$ cat src/rtl/uart_rx_os.sv
// uart_rx_os: 8N1 UART receiver sampling the line on a 16x oversample tick.
// One-byte holding register with empty, frame-error and overrun status.
//
// state   | meaning
// --------+------------------------------------------------------------
// S_IDLE  | line idle, waiting for a tick that sees the line low
// S_START | counting to mid start bit to confirm a real start
// S_DATA  | sampling 8 data bits LSB first, one per 16 ticks
// S_STOP  | sampling the stop bit; good stop loads the holding register
// S_BREAK | stop bit was 0; waiting for the line to return high
module uart_rx_os #(
   parameter int unsigned OS_DIV = 16
) (
   input  logic       clk,
   input  logic       reset,
   input  logic       rx_in,
   input  logic       uld_rx_data,
   output logic [7:0] rx_data,
   output logic       rx_empty,
   output logic       frame_err,
   output logic       overrun,
   output logic       busy
);

   localparam int unsigned PW = (OS_DIV > 1) ? $clog2(OS_DIV) : 1;
   localparam logic [PW-1:0] PRE_LAST = PW'(OS_DIV - 1);

   typedef enum logic [2:0] {
      S_IDLE  = 3'd0,
      S_START = 3'd1,
      S_DATA  = 3'd2,
      S_STOP  = 3'd3,
      S_BREAK = 3'd4
   } state_t;

   logic          rx_s1_q, rx_s2_q;
   logic [PW-1:0] pre_q, pre_d;
   logic          tick;
   logic          line;

   state_t        state_q, state_d;
   logic [3:0]    scnt_q, scnt_d;
   logic [2:0]    bcnt_q, bcnt_d;
   logic [7:0]    shift_q, shift_d;
   logic          load_good, load_bad;

   logic [7:0]    rx_data_q, rx_data_d;
   logic          rx_empty_q, rx_empty_d;
   logic          frame_err_q, frame_err_d;
   logic          overrun_q, overrun_d;

   // Two-flop synchronizer; resets to the idle (high) line level.
   always_ff @(posedge clk) begin
      if (reset) begin
         rx_s1_q <= 1'b1;
         rx_s2_q <= 1'b1;
      end else begin
         rx_s1_q <= rx_in;
         rx_s2_q <= rx_s1_q;
      end
   end

   assign line = rx_s2_q;

   // Free-running prescaler: tick is high for one clk out of every OS_DIV.
   always_comb begin
      tick  = (pre_q == PRE_LAST);
      pre_d = tick ? '0 : pre_q + PW'(1);
   end

   // Receive FSM and holding-register status flags.
   always_ff @(posedge clk) begin
      if (reset) begin
         pre_q       <= '0;
         state_q     <= S_IDLE;
         scnt_q      <= 4'd0;
         bcnt_q      <= 3'd0;
         shift_q     <= 8'h00;
         rx_data_q   <= 8'h00;
         rx_empty_q  <= 1'b1;
         frame_err_q <= 1'b0;
         overrun_q   <= 1'b0;
      end else begin
         pre_q       <= pre_d;
         state_q     <= state_d;
         scnt_q      <= scnt_d;
         bcnt_q      <= bcnt_d;
         shift_q     <= shift_d;
         rx_data_q   <= rx_data_d;
         rx_empty_q  <= rx_empty_d;
         frame_err_q <= frame_err_d;
         overrun_q   <= overrun_d;
      end
   end

   // Next-state logic; every decision is taken only on an oversample tick.
   always_comb begin
      state_d   = state_q;
      scnt_d    = scnt_q;
      bcnt_d    = bcnt_q;
      shift_d   = shift_q;
      load_good = 1'b0;
      load_bad  = 1'b0;
      if (tick) begin
         unique case (state_q)
            S_IDLE: begin
               if (!line) begin
                  state_d = S_START;
                  scnt_d  = 4'd0;
               end
            end
            S_START: begin
               if (scnt_q == 4'd7) begin
                  scnt_d = 4'd0;
                  if (!line) begin
                     state_d = S_DATA;
                     bcnt_d  = 3'd0;
                  end else begin
                     state_d = S_IDLE;
                  end
               end else begin
                  scnt_d = scnt_q + 4'd1;
               end
            end
            S_DATA: begin
               if (scnt_q == 4'd15) begin
                  shift_d[bcnt_q] = line;
                  scnt_d          = 4'd0;
                  bcnt_d          = bcnt_q + 3'd1;
                  if (bcnt_q == 3'd7) begin
                     state_d = S_STOP;
                  end
               end else begin
                  scnt_d = scnt_q + 4'd1;
               end
            end
            S_STOP: begin
               if (scnt_q == 4'd15) begin
                  scnt_d = 4'd0;
                  if (line) begin
                     load_good = 1'b1;
                     state_d   = S_IDLE;
                  end else begin
                     load_bad = 1'b1;
                     state_d  = S_BREAK;
                  end
               end else begin
                  scnt_d = scnt_q + 4'd1;
               end
            end
            S_BREAK: begin
               if (line) begin
                  state_d = S_IDLE;
               end
            end
            default: begin
               state_d = S_IDLE;
            end
         endcase
      end
   end

   // Holding register: a good-frame load takes priority over an unload strobe
   // in the same cycle, and then the byte is not counted as an overrun.
   always_comb begin
      rx_data_d   = rx_data_q;
      rx_empty_d  = rx_empty_q;
      frame_err_d = frame_err_q;
      overrun_d   = overrun_q;
      if (load_good) begin
         rx_data_d   = shift_q;
         rx_empty_d  = 1'b0;
         frame_err_d = 1'b0;
         overrun_d   = uld_rx_data ? 1'b0 : (overrun_q | ~rx_empty_q);
      end else begin
         if (load_bad) begin
            frame_err_d = 1'b1;
         end
         if (uld_rx_data) begin
            rx_empty_d = 1'b1;
            overrun_d  = 1'b0;
         end
      end
   end

   assign rx_data   = rx_data_q;
   assign rx_empty  = rx_empty_q;
   assign frame_err = frame_err_q;
   assign overrun   = overrun_q;
   assign busy      = (state_q != S_IDLE);

endmodule

$ cat config.mk
export PLATFORM = sky130hd
export DESIGN_NAME = uart_rx_os
export DESIGN_NICKNAME = d
export VERILOG_FILES = /design/src/rtl/uart_rx_os.sv
export SDC_FILE = /design/constraint.sdc
export NUM_CORES = 1
export LEC_CHECK = 0
export CORE_ASPECT_RATIO = 1.2
export CORE_MARGIN = 2
export CORE_UTILIZATION = 50
export DETAILED_ROUTE_END_ITERATION = 7
export GPL_ROUTABILITY_DRIVEN = 0
export HOLD_SLACK_MARGIN = 0.05
export PLACE_DENSITY = 0.74
export SETUP_SLACK_MARGIN = 0.4
export SYNTH_ARGS = -nofsm -noshare
export SYNTH_HDL_FRONTEND = slang
export SYNTH_SLANG_ARGS = --single-unit
export TNS_END_PERCENT = 100
$ cat constraint.sdc
create_clock -name clk -period 3.8 [get_ports clk]
set_clock_uncertainty 0.1 [all_clocks]
set_input_delay 0.38 -clock clk [delete_from_list [all_inputs] [get_ports clk]]
set_output_delay 0.38 -clock clk [all_outputs]
set_load 0.01 [all_outputs]
==> results.toml, run 1 <==
[synthesis]
synthFlopType = "dfxtp_1"
syn_area_um2 = 1600
ys_top_cells_by_area = "dfxtp_1, mux2i_1, nor2_1, ha_1, nand2_1"
avgSynthCellArea_um2 = 9.60
postSynth.asyncResetShare_pct = 0
syn_inst = 167
synth_cell_types = 50
ys_ff_latch = 35
synth_top_area_cell = "dfxtp_1"
syn_nets = 175
synth.top_cell.area_share_pct = 43.7
ys_seq_area_share_pct = 43.7
synth_edf_count = 0
yosysWarnings = 0

[finish]
finalInstanceArea_um2 = 1810
n_antenna_cell = 0
drive_gt1_share_pct = 9.44
fin_nets = 187
syn_to_final_growth_pct = 13.0
final_cells = 216
fillers = 266

[detailed_routing]
drc = 0
vias = 1288
ant_nets = 0
wirelength_um = 3300
dr.pass1.iters = 4
drt_iter0_drc = 34
avgViaCountPerCell = 5.96
wl_per_cell_um = 15.3

[worst_setup_path]
worst-path-buf-inv = 0
critPathRequiredTime_ps = 3950
critical_path.top_delay_family = "simple AND/OR/NAND/NOR gates"
critical_path_depth = 4
path_max_fanout = 15
setup.worst_path.end_class = "flip-flop"
startpoint_type = "flip-flop"
worstSetupPathType = "reg -> reg"
arrival_ps = 2370
cp_cell_sequence = "and3b_1 > a221o_1 > or3b_4 > mux2_4"
slowest_stage = "dfxtp_1"
critical_path.max_stage_delay_ps = 670
r2r_cells = 4

[clock_network]
cts_resized = 0
clk_latency_ps = 340
path_clk_slew_ps = 110
clock-sinks = 35
cts-hold-fix-buffers = 0
post_cts_buffers = 0
cts_buffers = 5
htreeDepth = 2
clk_path_buf_depth = 2
cts-root-buf = "clkbuf_4"
cts_tree = "yes"

[sta]
final-setup-viol-count = 0
finalHoldViolCount = 0
worstMarginPinSlew_ps = 641
finalMaxSlewViolations = 0
whs_ps = 321
slew_headroom_pct = 57.2
worst_slack_ps = 1580
finalCriticalPeriod_ps = 2220
rsz0062_at_grt = "no"
timing.final.crit_share_pct = 58.5
fmax_mhz = 450
finalSetupTns_ps = 0

[power_and_ir_drop]
powerDensity_nw_per_um2 = 329
peakVddDrop_mv = 0.267
leakage_nw = 0.735

[grt]
grt_max_degree = 26
grt_pass1_vias = 1286
antenna_found_initial = 0
track_usage_pct = 19.7
grt_overflow = 0
grt_pass1_wl_um = 5710

[floorplan]
core_um2 = 3060
die_y_um = 66.0
io_pins = 16
die_area_um2 = 3680
start_util_pct = 52.5
die_width_um = 55.7
core.rowCount = 22

[place]
placed_cell_area_um2 = 1760
pre_cts_ws_ps = 1640
dpl.hpwl_um = 2260
dp.cells = 208
port_buffers = 15

[run_status]
outcome = "finished clean"

[worst_hold_path]
whs_path_depth = 1
min_path_type = "reg -> reg"

[job]
maxCapViolCount = 0
## where the power goes
| part | switching (mW) | leakage (nW) | internal (mW) |
|---|---|---|---|
| registers | 0.00395 | 0.283 | 0.370 |
| clock network | 0.130 | 0.0282 | 0.0713 |
| logic | 0.0117 | 0.424 | 0.00825 |
| total | 0.145 | 0.735 | 0.450 |
## cells in the final DEF (no fill, tap or decap), types with 3 or more instances in the layout
| cell | synthesis | layout |
|---|---|---|
| clkbuf_4 | 0 | 5 |
| nand2b_1 | 4 | 4 |
| ha_1 | 4 | 4 |
| a21oi_1 | 8 | 8 |
| nand2_1 | 12 | 12 |
| nand3_1 | 4 | 4 |
| mux2i_1 | 13 | 13 |
| nor2_1 | 17 | 17 |
| dfxtp_1 | 35 | 35 |
| o211ai_1 | 3 | 3 |
| o21ai_0 | 3 | 3 |
| and3_1 | 3 | 3 |
| clkdlybuf4s50_1 | 0 | 15 |
## metal layers
metal	track usage [%]	routed length, um	vias to the layer above
li1	-	-	630
met1	21.9	1460	620
met2	34.2	1630	29
met3	4.89	131	9
met4	11.3	78	0
met5	0	0	-
## sequential cells by signal, summed over array words and instances (netlist names)
register,cells
scnt_q,4
overrun,1
shift_q,8
pre_q,4
rx_s1_q,1
state_q,3
frame_err,1
line,1
rx_empty,1
rx_data,8
bcnt_q,3
## cells in the mapped netlist (all sizes together) (2+ instances only)
master,number
a21oi,8
a22o,2
nor4b,3
and3,3
or3,2
buf,6
ha,4
o21ai,3
a221o,2
or3b,2
nand2,12
o211ai,3
clkbuf,5
and3b,2
a211o,2
nor2,17
mux2,2
nand4,2
mux2i,13
inv,2
o311ai,2
nand2b,4
xnor2,2
o41ai,3
dfxtp,35
or2,2
o31ai,2
nor2b,2
xor2,2
nor3,2
nand3,5
## through the flow
step	utilization, %	power, mW
4_1_cts	59.3	0.596
3_5_place_dp	57.5	0.403
2_1_floorplan	-	0.394
6_report	59.3	0.595
3_3_place_gp	57.5	0.401
5_1_grt	59.3	0.614
## worst register-to-register path, cell delays in order (launching register included)
cell and delay, ps:
dfxtp_1 670, and3b_1 270, a221o_1 370, or3b_4 420, mux2_4 300
## cell families (layout without fill, tap and decap cells)
group,Yosys count,count (layout),synth area share [%]
simple gates,66,66,23.4
flops,35,35,43.7
compound gates,30,30,14.3
mux,15,15,9.76
buf+inv,13,26,3.51
fa+ha+maj,4,4,3.12
xor+xnor,4,4,2.19
## cell type report
cell class	count	area, um2	area share [%]
Multi-Input combinational cell	119	846	46.7
Sequential cell	35	701	38.7
Timing Repair Buffer	16	158	8.71
Tap cell	36	45.0	2.49
Clock buffer	6	41.3	2.28
Clock inverter	2	12.5	0.691
Inverter	2	7.51	0.415
## final timing paths
check	startpoint	to	slack (ps)
max	state_q[2]$_SDFFE_PP0P_	state_q[0]$_SDFFE_PP0P_	1580
min	rx_s1_q$_SDFF_PP1_	line$_SDFF_PP1_	320
max reg2reg	state_q[2]$_SDFFE_PP0P_	state_q[0]$_SDFFE_PP0P_	1580
min reg2reg	rx_s1_q$_SDFF_PP1_	line$_SDFF_PP1_	320
Note: power is estimated with default switching activity, not from simulation.
==> run 2, diff against run 1 <==
--- a/config.mk
+++ b/config.mk
@@ -11,7 +11,7 @@
 export DETAILED_ROUTE_END_ITERATION = 7
 export GPL_ROUTABILITY_DRIVEN = 0
 export HOLD_SLACK_MARGIN = 0.05
-export PLACE_DENSITY = 0.74
+export PLACE_DENSITY = 0.77
 export SETUP_SLACK_MARGIN = 0.4
 export SYNTH_ARGS = -nofsm -noshare
 export SYNTH_HDL_FRONTEND = slang
==> constraint.sdc (replaced) <==
create_clock -name clk -period 1.9 [get_ports clk]
set_clock_uncertainty 0.1 [all_clocks]
set_input_delay 0.19 -clock clk [delete_from_list [all_inputs] [get_ports clk]]
set_output_delay 0.19 -clock clk [all_outputs]
set_load 0.01 [all_outputs]
==> results.toml, run 2 (synthesis results as in run 1) <==
[run_status]
outcome = "complete, but fails checks"
failed_checks = "negative setup slack"

[detailed_routing]
vias = 1463
avgViaCountPerCell = 5.83
ant_nets = 0
wl_per_cell_um = 17.2
dr.pass1.iters = 5
wirelength_um = 4320
drc = 0
drt_iter0_drc = 51

[sta]
finalHoldViolCount = 0
whs_ps = 298
finalCriticalPeriod_ps = 1910
rsz0062_at_grt = "yes"
finalSetupTns_ps = -7.71
worst_slack_ps = -7.71
fmax_mhz = 524
timing.final.crit_share_pct = 100
final-setup-viol-count = 1
slew_headroom_pct = 72.8
finalMaxSlewViolations = 0
worstMarginPinSlew_ps = 402

[floorplan]
die_width_um = 55.7
die_area_um2 = 3680
die_y_um = 66.0
core.rowCount = 22
io_pins = 16
start_util_pct = 52.5
core_um2 = 3060

[worst_setup_path]
critical_path.top_delay_family = "simple AND/OR/NAND/NOR gates"
worst-path-buf-inv = 0
path_max_fanout = 3
setup.worst_path.end_class = "flip-flop"
critPathRequiredTime_ps = 2050
cp_cell_sequence = "ha_2 > ha_4 > nor4b_1 > a221o_1 > or3b_4 > mux2_4"
worstSetupPathType = "reg -> reg"
slowest_stage = "or3b_4"
arrival_ps = 2060
critical_path.max_stage_delay_ps = 410
startpoint_type = "flip-flop"

[grt]
grt_overflow = 0
met3_usage_pct = 3.72
track_usage_pct = 23.7
grt_max_degree = 15
grt_pass1_wl_um = 6660
grt_pass1_vias = 1457
busiest_layer = "met2"
grtUsageMet2_pct = 41.8
antenna_found_initial = 0
met1_usage_pct = 26.6

[clock_network]
path_clk_slew_ps = 110
clk_path_buf_depth = 2
cts-root-buf = "clkbuf_4"
cts_tree = "yes"
cts-hold-fix-buffers = 0
clock-sinks = 35
clk_latency_ps = 350
cts_buffers = 5
htreeDepth = 2

[power_and_ir_drop]
powerDensity_nw_per_um2 = 534
leakage_nw = 0.984
peakVddDrop_mv = 0.514

[finish]
layout_commonest_cell = "dfxtp_1"
drive_gt1_share_pct = 40.0
n_antenna_cell = 0
fillers = 203
syn_to_final_growth_pct = 42.5
final_cell_mix = "dfxtp_1, buf_4, nor2_1, buf_6, mux2i_1"
fin_nets = 222

[place]
port_buffers = 15
pre_cts_ws_ps = 11.8
dpl.hpwl_um = 2600

[worst_hold_path]
min_path_type = "in -> reg"

[job]
maxCapViolCount = 0
run 2: area by class of cell:
cell class	count	area [um2]	area share, %
clock inverter	2	12.5	0.548
clock buffer	6	41.3	1.81
sequential	35	722	31.6
inverter	2	7.51	0.329
tap	36	45.0	1.97
multi-input combinational	119	1000	43.9
timing repair buffer	51	454	19.9
run 2: what timing repair did:
| item | CTS | global route |
|---|---|---|
| cloned | 1 | 0 |
| pin swaps | 11 | 17 |
| setup buffers | 11 | 4 |
| endpoints found under the setup margin | 39 | 31 |
| gates resized for setup | 33 | 29 |
run 2: final timing paths:
path / depth (start not counted) / endpoint / from / slack, ps
setup reg to reg: 6 / state_q[0]$_SDFFE_PP0P_ / bcnt_q[1]$_SDFFE_PP0P_ / -8
hold / removal: 2 / rx_s1_q$_SDFF_PP1_ / rx_in / 300
hold reg to reg: 1 / line$_SDFF_PP1_ / rx_s1_q$_SDFF_PP1_ / 340
setup / recovery: 6 / state_q[0]$_SDFFE_PP0P_ / bcnt_q[1]$_SDFFE_PP0P_ / -8
run 2: per-layer routing:
metal | share of wire, % | routed length [um]
met5 | 0 | 0
met4 | 2.2 | 95
met3 | 4.2 | 181
met2 | 53 | 2280
met1 | 41 | 1760
run 2: report_power, final:
group,total [mW],leakage (nW),switching [mW],internal [mW]
logic,0.0679,0.667,0.0352,0.0327
registers,0.746,0.288,0.00792,0.738
clock network,0.406,0.0282,0.263,0.143
total,1.22,0.984,0.306,0.914
run 2: stage by stage:
stage	std cells	total power [mW]	utilization [%]	cell area, um2
floorplan	167	0.794	-	1670
global placement	227	0.816	63.9	1950
detailed placement	227	0.819	63.9	1950
CTS	247	1.22	70.3	2150
global route	251	1.26	74.8	2280
finish	251	1.22	74.8	2280
==> run 3, diff against run 2 <==
--- a/config.mk
+++ b/config.mk
@@ -7,12 +7,13 @@
 export LEC_CHECK = 0
 export CORE_ASPECT_RATIO = 1.2
 export CORE_MARGIN = 2
-export CORE_UTILIZATION = 50
+export CORE_UTILIZATION = 40
 export DETAILED_ROUTE_END_ITERATION = 7
 export GPL_ROUTABILITY_DRIVEN = 0
 export HOLD_SLACK_MARGIN = 0.05
-export PLACE_DENSITY = 0.77
+export PLACE_DENSITY = 0.65
 export SETUP_SLACK_MARGIN = 0.4
+export SKIP_CTS_REPAIR_TIMING = 1
 export SYNTH_ARGS = -nofsm -noshare
 export SYNTH_HDL_FRONTEND = slang
 export SYNTH_SLANG_ARGS = --single-unit
==> results.toml, run 3 (synthesis results as in run 1) <==
[detailed_routing]
ant_nets = 0
avgViaCountPerCell = 5.23
dr.pass1.iters = 4
vias = 1381
wl_per_cell_um = 15.1
drt_iter0_drc = 20
wirelength_um = 4000
drc = 0

[finish]
n_antenna_cell = 0
multi_input_area_um2 = 967
syn_to_final_growth_pct = 41.2
area.sequential_um2 = 726
fillers = 358
finalInstanceArea_um2 = 2260
final_util_pct = 58.4
layout_commonest_cell = "buf_4"
drive_gt1_share_pct = 33.8
fin_nets = 217
final_cell_mix = "buf_4, dfxtp_1, nor2_1, mux2i_1, nand2_1"

[place]
dpl.hpwl_um = 2650
pre_cts_ws_ps = -22.0
placed_cell_area_um2 = 1970
port_buffers = 15

[clock_network]
cts-root-buf = "clkbuf_8"
path_clk_slew_ps = 80
clock-sinks = 35
clk_latency_ps = 300
clk_path_buf_depth = 2
cts_tree = "yes"
htreeDepth = 2
cts_buffers = 5

[worst_setup_path]
path_max_fanout = 5
ff2ff_setup_slack_ps = 30
r2r_cells = 4
setup.worst_path.end_class = "flip-flop"
arrival_ps = 1960
startpoint_type = "flip-flop"
startpoint = "state_q[2]$_SDFFE_PP0P_"
critPathRequiredTime_ps = 1990
cp-endpoint = "state_q[0]$_SDFFE_PP0P_"
worstSetupPathType = "reg -> reg"
rr_startpoint = "state_q[2]$_SDFFE_PP0P_"
reg2reg_to = "state_q[0]$_SDFFE_PP0P_"

[sta]
slew_headroom_pct = 73.2
whs_ps = 324
finalSetupTns_ps = 0
fmax_mhz = 535
finalMaxSlewViolations = 0
finalHoldViolCount = 0
final-setup-viol-count = 0
timing.final.crit_share_pct = 98.4
rsz0062_at_grt = "yes"
worst_slack_ps = 30.0
worstMarginPinSlew_ps = 396
finalCriticalPeriod_ps = 1870

[job]
maxCapViolCount = 0

[grt]
grt_pass1_wl_um = 6350
grt_pass1_vias = 1402
grt_max_degree = 25
track_usage_pct = 18.8
antenna_found_initial = 0
grt_overflow = 0

[floorplan]
die_width_um = 61.8
io_pins = 16
start_util_pct = 41.3
die_area_um2 = 4530
die_y_um = 73.3
core.rowCount = 25
core_um2 = 3880

[run_status]
outcome = "finished clean"

[worst_hold_path]
min_path_type = "reg -> reg"

[power_and_ir_drop]
peakVddDrop_mv = 0.484
powerDensity_nw_per_um2 = 593
leakage_nw = 0.983
run 3: power breakdown:
part | switching (mW) | internal [mW] | total (mW)
sequential | 0.00896 | 0.736 | 0.745
combinational | 0.0300 | 0.0234 | 0.0534
clock | 0.288 | 0.255 | 0.543
run 3: area by class of cell:
class	instances	area share (%)
Clock buffer	5	3.04
Clock inverter	3	0.884
Timing Repair Buffer	46	18.0
Tap cell	54	2.99
Sequential cell	35	32.1
Inverter	2	0.332
Multi-Input combinational cell	119	42.7
run 3: stage by stage:
stage	instances	power (mW)
floorplan	167	0.794
global placement	245	0.815
detailed placement	245	0.817
CTS	253	1.36
global route	264	1.39
finish	264	1.34
run 3: worst max-delay path, cell delays in order, from the launching register on:
cell     delay [ps]
dfxtp_2         390
and3b_1         200
a221o_1         360
or3b_4          410
mux2_4          310
run 3: how the worst min path moves through the flow:
stage	startpoint	to	slack, ps	depth (start not counted)
global route	rx_s1_q$_SDFF_PP1_	line$_SDFF_PP1_	340	1
finish	rx_s1_q$_SDFF_PP1_	line$_SDFF_PP1_	320	1
CTS	rx_s1_q$_SDFF_PP1_	line$_SDFF_PP1_	330	1
global placement	rx_s1_q$_SDFF_PP1_	line$_SDFF_PP1_	310	1
floorplan	reset	state_q[2]$_SDFFE_PP0P_	190	1
detailed placement	rx_s1_q$_SDFF_PP1_	line$_SDFF_PP1_	320	1
run 3: metal layers:
| layer | GRT usage, % | vias up | part of all wire [%] |
|---|---|---|---|
| met5 | 0 | - | 0 |
| met4 | 8.27 | 0 | 1.6 |
| met3 | 5.46 | 7 | 2.7 |
| met2 | 30.5 | 25 | 53 |
| met1 | 22.6 | 660 | 43 |
| li1 | - | 689 | - |
